## src/rtl/pipe_hazard_ctrl.sv

```systemverilog
// ---------------------------------------------------------------------------
// pipe_hazard_ctrl
//
// Hazard and sequencing controller for a 5-stage datapath (IF, RF, ALU, DM,
// WB). A 3-entry shadow pipeline (E/M/W) mirrors the destination registers
// of the instructions sitting in the ALU, DM and WB stages. The RF-stage
// instruction is checked against it to decide whether it must stall.
// Branch/jump redirects are gated, and the wrong-path instruction that
// follows a taken redirect is squashed for one cycle.
//
// Optional feature (compile-time macro): HAZARD_FWD_EN
//   undefined : any RAW match in E/M/W stalls; fwd_a/fwd_b are tied to 0.
//   defined   : the youngest matching entry is forwarded. A stall happens
//               only when that entry is a late producer (result final at WB)
//               and still sits in E or M.
//
// Ports
//   clk            in   rising-edge clock
//   reset          in   synchronous, active-high
//   rf_opc   [5:0] in   opcode of the RF-stage instruction
//   rf_rs1   [4:0] in   RS1 field
//   rf_rs2   [4:0] in   RS2 field
//   rf_rd    [4:0] in   RD field
//   redirect_req   in   branch/jump condition true for the RF instruction
//   stall          out  comb: hold PC and IF/RF latch, bubble into ALU
//   take_redirect  out  comb: PC select (redirect_req & ~stall & ~flush)
//   flush          out  reg : RF instruction is wrong-path, bubble into ALU
//   fwd_a    [1:0] out  operand A source: 0 RF, 1 ALU, 2 DM, 3 WB
//   fwd_b    [1:0] out  operand B source, same encoding
//   stall_cnt      out  saturating count of stall cycles
//   flush_cnt      out  saturating count of flush cycles
// ---------------------------------------------------------------------------
module pipe_hazard_ctrl #(
  parameter int CNT_W = 16
) (
  input  logic             clk,
  input  logic             reset,
  input  logic [5:0]       rf_opc,
  input  logic [4:0]       rf_rs1,
  input  logic [4:0]       rf_rs2,
  input  logic [4:0]       rf_rd,
  input  logic             redirect_req,
  output logic             stall,
  output logic             take_redirect,
  output logic             flush,
  output logic [1:0]       fwd_a,
  output logic [1:0]       fwd_b,
  output logic [CNT_W-1:0] stall_cnt,
  output logic [CNT_W-1:0] flush_cnt
);

  // One in-flight producer: its destination register and whether its result
  // only becomes available at WB.
  typedef struct packed {
    logic       valid;
    logic [4:0] dest;
    logic       late;
  } entry_t;

  // -------------------------------------------------------------------------
  // State
  // -------------------------------------------------------------------------
  entry_t           e_q, e_d;
  entry_t           m_q, m_d;
  entry_t           w_q, w_d;
  logic             flush_q, flush_d;
  logic [CNT_W-1:0] stall_cnt_q, stall_cnt_d;
  logic [CNT_W-1:0] flush_cnt_q, flush_cnt_d;

  // -------------------------------------------------------------------------
  // Opcode decode of the RF-stage instruction
  // -------------------------------------------------------------------------
  logic       uses_rs1;
  logic       uses_rs2;
  logic       writes;
  logic       late_op;
  logic [4:0] dest;

  always_comb begin
    uses_rs1 = rf_opc inside {[6'd1:6'd15], [6'd17:6'd21]};
    uses_rs2 = rf_opc inside {6'd1, 6'd2, [6'd6:6'd14]};
    writes   = rf_opc inside {6'd1, 6'd2, [6'd4:6'd20]};
    late_op  = rf_opc inside {6'd4, [6'd6:6'd11]};
    // Immediate-form and load-style opcodes name their target in RS2.
    dest     = (rf_opc inside {6'd4, 6'd5, [6'd15:6'd20]}) ? rf_rs2 : rf_rd;
  end

  function automatic logic hit(input entry_t ent, input logic [4:0] r);
    return ent.valid && (ent.dest == r);
  endfunction

  // -------------------------------------------------------------------------
  // RAW hazard detection and forwarding selects
  // -------------------------------------------------------------------------
  logic raw_a;
  logic raw_b;

`ifdef HAZARD_FWD_EN
  // Youngest matching producer wins: E (1) over M (2) over W (3); 0 = none.
  function automatic logic [1:0] src_sel(input entry_t e, input entry_t m,
                                         input entry_t w, input logic [4:0] r);
    logic [1:0] sel;
    sel = 2'd0;
    if (hit(e, r))      sel = 2'd1;
    else if (hit(m, r)) sel = 2'd2;
    else if (hit(w, r)) sel = 2'd3;
    return sel;
  endfunction

  logic [1:0] sel_a;
  logic [1:0] sel_b;
  logic       unused_w_late;

  // Only a late producer still in E or M cannot be forwarded; in W its
  // final value is on the WB bus.
  always_comb begin
    sel_a = src_sel(e_q, m_q, w_q, rf_rs1);
    sel_b = src_sel(e_q, m_q, w_q, rf_rs2);
    raw_a = uses_rs1 &&
            (((sel_a == 2'd1) && e_q.late) || ((sel_a == 2'd2) && m_q.late));
    raw_b = uses_rs2 &&
            (((sel_b == 2'd1) && e_q.late) || ((sel_b == 2'd2) && m_q.late));
    fwd_a = (reset || !uses_rs1) ? 2'd0 : sel_a;
    fwd_b = (reset || !uses_rs2) ? 2'd0 : sel_b;
  end

  // The late flag of W is never needed: W is always forwardable.
  assign unused_w_late = w_q.late;
`else
  logic unused_late;

  // Without forwarding, any in-flight writer of a source register blocks
  // issue until it has left W and the register file holds the value.
  always_comb begin
    raw_a = uses_rs1 && (hit(e_q, rf_rs1) || hit(m_q, rf_rs1) || hit(w_q, rf_rs1));
    raw_b = uses_rs2 && (hit(e_q, rf_rs2) || hit(m_q, rf_rs2) || hit(w_q, rf_rs2));
  end

  assign fwd_a       = 2'd0;
  assign fwd_b       = 2'd0;
  assign unused_late = e_q.late ^ m_q.late ^ w_q.late;
`endif

  // -------------------------------------------------------------------------
  // Stall / redirect / flush
  // -------------------------------------------------------------------------
  // A flushed instruction is squashed anyway, so it never stalls; this also
  // keeps a stall from extending the wrong-path slot.
  assign stall         = !reset && !flush_q && (raw_a || raw_b);
  assign take_redirect = !reset && redirect_req && !stall && !flush_q;
  assign flush         = flush_q;
  assign stall_cnt     = stall_cnt_q;
  assign flush_cnt     = flush_cnt_q;

  // -------------------------------------------------------------------------
  // Next-state logic
  // -------------------------------------------------------------------------
  // NOTE: every signal driven here is given a value on every path (the
  // defaults at the top), so no latch can be inferred.
  always_comb begin
    e_d         = '0;
    m_d         = e_q;
    w_d         = m_q;
    flush_d     = take_redirect;
    stall_cnt_d = stall_cnt_q;
    flush_cnt_d = flush_cnt_q;

    // Only an instruction that actually issues to ALU occupies E; a
    // stalled or flushed slot becomes a bubble.
    if (writes && !stall && !flush_q) begin
      e_d.valid = 1'b1;
      e_d.dest  = dest;
      e_d.late  = late_op;
    end

    if (stall && !(&stall_cnt_q)) stall_cnt_d = stall_cnt_q + CNT_W'(1);
    if (flush_q && !(&flush_cnt_q)) flush_cnt_d = flush_cnt_q + CNT_W'(1);
  end

  // -------------------------------------------------------------------------
  // Registers
  // -------------------------------------------------------------------------
  // NOTE: sequential state uses non-blocking assignments so every register
  // samples the pre-edge value of the others (E->M->W shifts correctly).
  always_ff @(posedge clk) begin
    if (reset) begin
      e_q         <= '0;
      m_q         <= '0;
      w_q         <= '0;
      flush_q     <= 1'b0;
      stall_cnt_q <= '0;
      flush_cnt_q <= '0;
    end else begin
      e_q         <= e_d;
      m_q         <= m_d;
      w_q         <= w_d;
      flush_q     <= flush_d;
      stall_cnt_q <= stall_cnt_d;
      flush_cnt_q <= flush_cnt_d;
    end
  end

  // -------------------------------------------------------------------------
  // Structural invariants
  // -------------------------------------------------------------------------
`ifndef SYNTHESIS
  // A flush cycle cannot itself redirect, so flushes never run back to back.
  a_flush_single : assert property (@(posedge clk) disable iff (reset)
    flush |=> !flush);
  // A stalled or flushed slot must never steer the PC.
  a_take_clean : assert property (@(posedge clk) disable iff (reset)
    take_redirect |-> (!stall && !flush));
  a_stall_flush : assert property (@(posedge clk) disable iff (reset)
    !(stall && flush));
`endif

endmodule

```

## config.mk

```make
export PLATFORM = sky130hd
export DESIGN_NAME = pipe_hazard_ctrl
export DESIGN_NICKNAME = d
export VERILOG_FILES = /design/src/rtl/pipe_hazard_ctrl.sv
export SDC_FILE = /design/constraint.sdc
export NUM_CORES = 1
export LEC_CHECK = 0
export CAP_MARGIN = 20
export CORE_MARGIN = 3
export CORE_UTILIZATION = 45
export CTS_CLUSTER_DIAMETER = 50
export CTS_CLUSTER_SIZE = 8
export DETAILED_ROUTE_END_ITERATION = 10
export PLACE_DENSITY = 0.86
export SYNTH_ARGS = -nofsm -noshare
export SYNTH_HDL_FRONTEND = slang
export SYNTH_SLANG_ARGS = --single-unit
```

## constraint.sdc

```tcl
create_clock -name clk -period 1.9 [get_ports clk]
set_clock_uncertainty 0.2 [all_clocks]
set_input_delay 0.285 -clock clk [delete_from_list [all_inputs] [get_ports clk]]
set_output_delay 0.285 -clock clk [all_outputs]
set_load 0.01 [all_outputs]
```

# Yosys cells after proc, flatten, opt, wreduce, memory -nomap -nowiden
# Cells that the tools add are included.
[classes]
addsub = 2
mul = 0
div_mod_pow = 0
magnitude_cmp = 10
n_eq_ne = 10
n_shift = 0
mux = 2
bitwise = 1
n_reduce_logical = 41
[op_table]
columns = ["cell", "count"]
rows = [
  ["adder 16 x 1 -> 16 bit, second input constant", 2],
  ["AND reduction 16 bit", 2],
  ["equality test 5 bit", 6],
  ["logical AND 1 bit", 23],
  ["less-or-equal comparator 6 x 4 -> 1 bit, second input constant", 3],
  ["equality test 6 x 3 -> 1 bit, second input constant", 2],
  [">= comparator 6 x 3 -> 1 bit, second input constant", 2],
  ["less-or-equal comparator 6 x 5 -> 1 bit, second input constant", 2],
  ["nonzero test 3 bit", 3],
  ["two-way mux 7 bit", 1],
  ["equality test 6 x 1 -> 1 bit, second input constant", 1],
  ["equality test 6 x 2 -> 1 bit, second input constant", 1],
  [">= comparator 6 x 1 -> 1 bit, second input constant", 1],
  [">= comparator 6 x 4 -> 1 bit, second input constant", 1],
  [">= comparator 6 x 5 -> 1 bit, second input constant", 1],
  ["zero test 1 bit", 5],
  ["logical OR 1 bit", 5],
  ["two-way mux 5 bit", 1],
  ["nonzero test 2 bit", 2],
  ["OR reduction 2 bit", 1],
  ["NOT 1 bit", 1],
]
[totals]
register_bits = 51
latch_bits = 0
mem_bits_rw = 0
romBits = 0
input_bits = 24
output_inout_bits = 39
word_cells = 75
memories = 0

# Longest topological paths before layout
[logic_depth]
ltp_word = 12
mapped_depth = 9
ltp_nobuf = 7

# Worst setup path before layout
# OpenSTA, ideal clock, no wires.
[synth_timing]
path_type = "reg-to-reg"
from = "register flush_cnt_q[6], in the netlist flush_cnt[6]"
to = "register flush_cnt_q[5], in the netlist flush_cnt[5]"
setup_time_ns = 0.128
arrival_ns = 1.826
required_time_ns = 1.572
slack_ns = -0.253
stages_incl_launch_ff = 8
n_path_buf = 0
synth_period_minus_slack_ns = 2.153
cell_sequence = "dfxtp_1 -> and3_1 -> nand4_1 -> o41a_1 -> and4_4 -> nand3_1 -> xor2_1 -> nor2_1"
[synth_via]
elab_chain_cells = 3
[synth_rtl]
columns = ["item", "line", "source"]
rows = [
  ["start: declaration", "68", "logic [CNT_W-1:0] flush_cnt_q, flush_cnt_d;"],
  ["start signal: assignment", "199", "flush_cnt_q <= flush_cnt_d;"],
  ["AND reduction 16 bit", "177", "if (flush_q && !(&flush_cnt_q)) flush_cnt_d = flush_cnt_q + CNT_W'(1);"],
  ["zero test 1 bit", "177", ""],
  ["logical AND 1 bit", "177", ""],
]
# Every way passes these cells.
# A chain may end at the register's enable or synchronous reset.

# Final worst setup path
[layout_timing]
from = "register m_q[3] in the netlist's numbering"
to = "output port take_redirect"
[layout_via]
elab_chain_cells = 10
word_cells_on_any_way = 15
classes_between = "2 x eq/ne; 13 x reduce/logical"
[layout_rtl]
columns = ["item", "line", "source"]
rows = [
  ["start: declaration", "64", "entry_t m_q, m_d;"],
  ["start signal: assignment", "195", "m_q <= m_d;"],
  ["equality test 5 bit", "89", "return ent.valid && (ent.dest == r);"],
  ["logical AND 1 bit", "89", ""],
  ["logical OR 1 bit (on tied branches) (2 in a row)", "135, 136", ""],
  ["logical AND 1 bit (on tied branches)", "135, 136", ""],
  ["logical OR 1 bit *", "149", "assign stall = !reset && !flush_q && (raw_a || raw_b);"],
  ["logical AND 1 bit *", "149", ""],
  ["zero test 1 bit *", "150", "assign take_redirect = !reset && redirect_req && !stall && !flush_q;"],
  ["logical AND 1 bit * (2 in a row)", "150", ""],
  ["end: declaration", "44", "output logic take_redirect,"],
]
# Mark *: on every way between the ends. The rest lies on a longest branch, timed or not.

==> metrics.txt <==
status=complete, but fails checks; failing checks=negative setup slack; most numerous cell in the Yosys netlist=dfxtp_1; first-pass GRT wire length=11900 microns; async set or reset register ratio after synthesis=0; Combinational Power Share=0.124; RSZ-0062 raised after global routing=yes; clk sinks=51; register area share after synthesis=0.383; switching share of power=0.245; FMAX=0.421 GHz; total congestion overflow=0; synth top area cells=dfxtp_1 38%, xor2_1 11%, xnor2_1 7.2%; Hold Startpoint=rf_rs2[4]; # rows=27; total iterations of the first detailed-routing run=4; Yosys top cell area share=0.383; vias=2561; DRC=0; startpoint type of the worst setup path=flop; clock group share of total power=0.344; antenna-violating nets left=0; leading register cell type out of synthesis=dfxtp_1; adder-cell share of the synthesized area=0.00938; CP endpoint kind=output pin; Netlist cell types=between 40 and 50; syn_area_per_cell=9.08 sq um; final hold vios=0; root buf cell=clkbuf_8; CTS HTree Levels=2; Simple-Gate Fraction of Synth Area=0.243; critical path arrival=1.89 ns; GP Congestion=0.857; Layout area overhead=59.1%; hold-fix buffers at CTS=0; post-DP HPWL=between 5000 and 6000 microns; core area=5610 sq um; LEAKAGE=1.66 nW; WL/cell=14.8 microns; area leader, netlist=dfxtp_1; most instantiated cells after synthesis=51 x dfxtp_1, 37 x nor2_1, 34 x xor2_1; DP Worst Slack=-1.10 ns; CTS Buffer Depth=2; Final #Nets=445; mux contribution to synthesized area=0.0263; pwr dens=482 nW/um^2; initial core utilization=0.476; Die H=between 80 and 90 microns; Max-Cap Viols=0; full die area=6890 sq um; Antenna diodes=0; Die W=83.0 microns; detailed router's first-iteration violation count=105; Reg power frac=0.532; Clock Pin Slew Worst Setup and Hold Paths=about 0.090 ns; CP Max Fanout=3; largest net degree at the start of global routing=46; Crit Path Category=reg2out; synthesized area=2670 sq um; Seq cells post-synth=51; main combinational cell family by area after synthesis=simple AND/OR/NAND/NOR gates; internal power=1.55 mW; Vias/cell=5.21; Hold Path Class=in2reg; CTS tree=done; Setup Viol. Count Final=25; Crit. Startpoint=m_q[3]; number of global-route vias before repair=around 2600; period utilisation layout=1.25; initial antenna violation count=0; Setup WS post-layout=-0.477 ns; Num CTS Buffers=5; Post-Synthesis Cells=roughly 290; Post-Route Setup TNS=-7.62 ns; Synth Area in Compound Gates=0.111; Skew-Pair Late Insertion Delay=0.31 ns; fin util=0.757; io pins=63; RR Startpoint=m_q[3]; Final Critical Period=2.38 ns; worst endpoint required time=1.41 ns; gr usage total=0.207; Slew Viols, Final=0; number of synthesized flops with an enable pin=0; Yosys warning count=0; Routed Wire Length=7300 microns; XOR/XNOR Fraction of Synth Area=0.184; I/O Buffers=between 50 and 60; Max rail drop VDD=503 uV; Net Switching=500 uW; share of cells above drive strength 1=0.369
==> through the flow <==
stage | total power, mW | std cells | hold WS, ns | instance area [sq um]
after floorplan | 1.23 | 297 | 0.229 | 2770
after global placement | 1.35 | 475 | 0.273 | 3800
after detailed placement | 1.36 | 475 | 0.280 | 3800
after CTS | 2.04 | 490 | 0.280 | 4100
after global routing | 2.12 | 492 | 0.283 | 4250
final | 2.05 | 492 | 0.280 | 4250
==> critical path, stage by stage, from the launching register on <==
cell and delay, ns:
dfxtp_2 0.34, xor2_1 0.14, nor4_1 0.30, and3_1 0.25, o31ai_4 0.09, and2_4 0.19, and3_1 0.15, buf_2 0.14
==> sequential cells by signal (all words and copies together) (netlist names) <==
name       cells
flush_cnt     16
stall_cnt     16
e_q            6
m_q            6
w_q            6
flush          1
==> power by group through the flow <==
stage	clock [mW]	combinational, mW	sequential (mW)
3_3_place_gp	0	0.239	1.11
3_5_place_dp	0	0.246	1.11
6_report	0.704	0.253	1.09
4_1_cts	0.708	0.247	1.09
5_1_grt	0.760	0.274	1.09
2_1_floorplan	0	0.116	1.11
==> path summary, 6_finish.rpt <==
kind	endpoint	slack (ns)	cells past startpoint
max	take_redirect	-0.48	7
min	e_q[5]	0.28	3
max reg2reg	stall_cnt[12]	-0.42	10
min reg2reg	w_q[6]	0.29	1
==> logic make-up (layout without fill, tap and decap cells) <==
| kind of cell | count (synthesis) | count (layout) |
|---|---|---|
| AND/OR/NAND/NOR | 122 | 122 |
| XOR/XNOR | 56 | 56 |
| flip-flops | 51 | 51 |
| AO/OA/AOI/OAI | 35 | 35 |
| buffers and inverters | 20 | 143 |
| multiplexers | 7 | 7 |
| adder cells (fa/ha/maj) | 2 | 2 |
| other | 1 | 4 |
==> cell usage in the layout, fill, tap and decap left out, drive strengths merged, types with 2 or more instances in the layout <==
cell / n
a2111oi: 3
a211oi: 9
a21o: 2
a21oi: 9
and2: 2
and3: 14
and4: 3
buf: 72
clkbuf: 7
clkdlybuf4s50: 43
conb: 4
dfxtp: 51
dlygate4sd2: 13
ha: 2
inv: 7
mux2i: 7
nand2: 14
nand3: 12
nand4: 4
nor2: 37
nor2b: 13
nor3: 4
nor4: 9
o21ai: 5
o31ai: 2
or3: 5
xnor2: 22
xor2: 34
==> per-layer routing <==
layer | share of wire | global-route usage | vias to the layer above
li1 | - | - | 1258
met1 | 0.40 | 0.232 | 1235
met2 | 0.55 | 0.375 | 59
met3 | 0.037 | 0.0506 | 9
met4 | 0.011 | 0.0758 | 0
met5 | 0 | 0 | -
==> layout make-up <==
cell class | instances | area, sq um
clock buffers | 7 | 97.6
flip-flops and latches | 51 | 1060
repair buffers | 128 | 1130
well taps | 72 | 90.1
inverters | 7 | 26.3
multi-input cells | 226 | 1830
clock inverters | 1 | 7.51
fillers | 378 | 1360
==> what timing repair did <==
item	4_1_cts	5_1_grt
pin swaps	42	20
setup endpoints to repair	28	37
setup buffers	7	2
resized for setup	55	33
cloned	1	0
(Power assumes the default switching activity.)
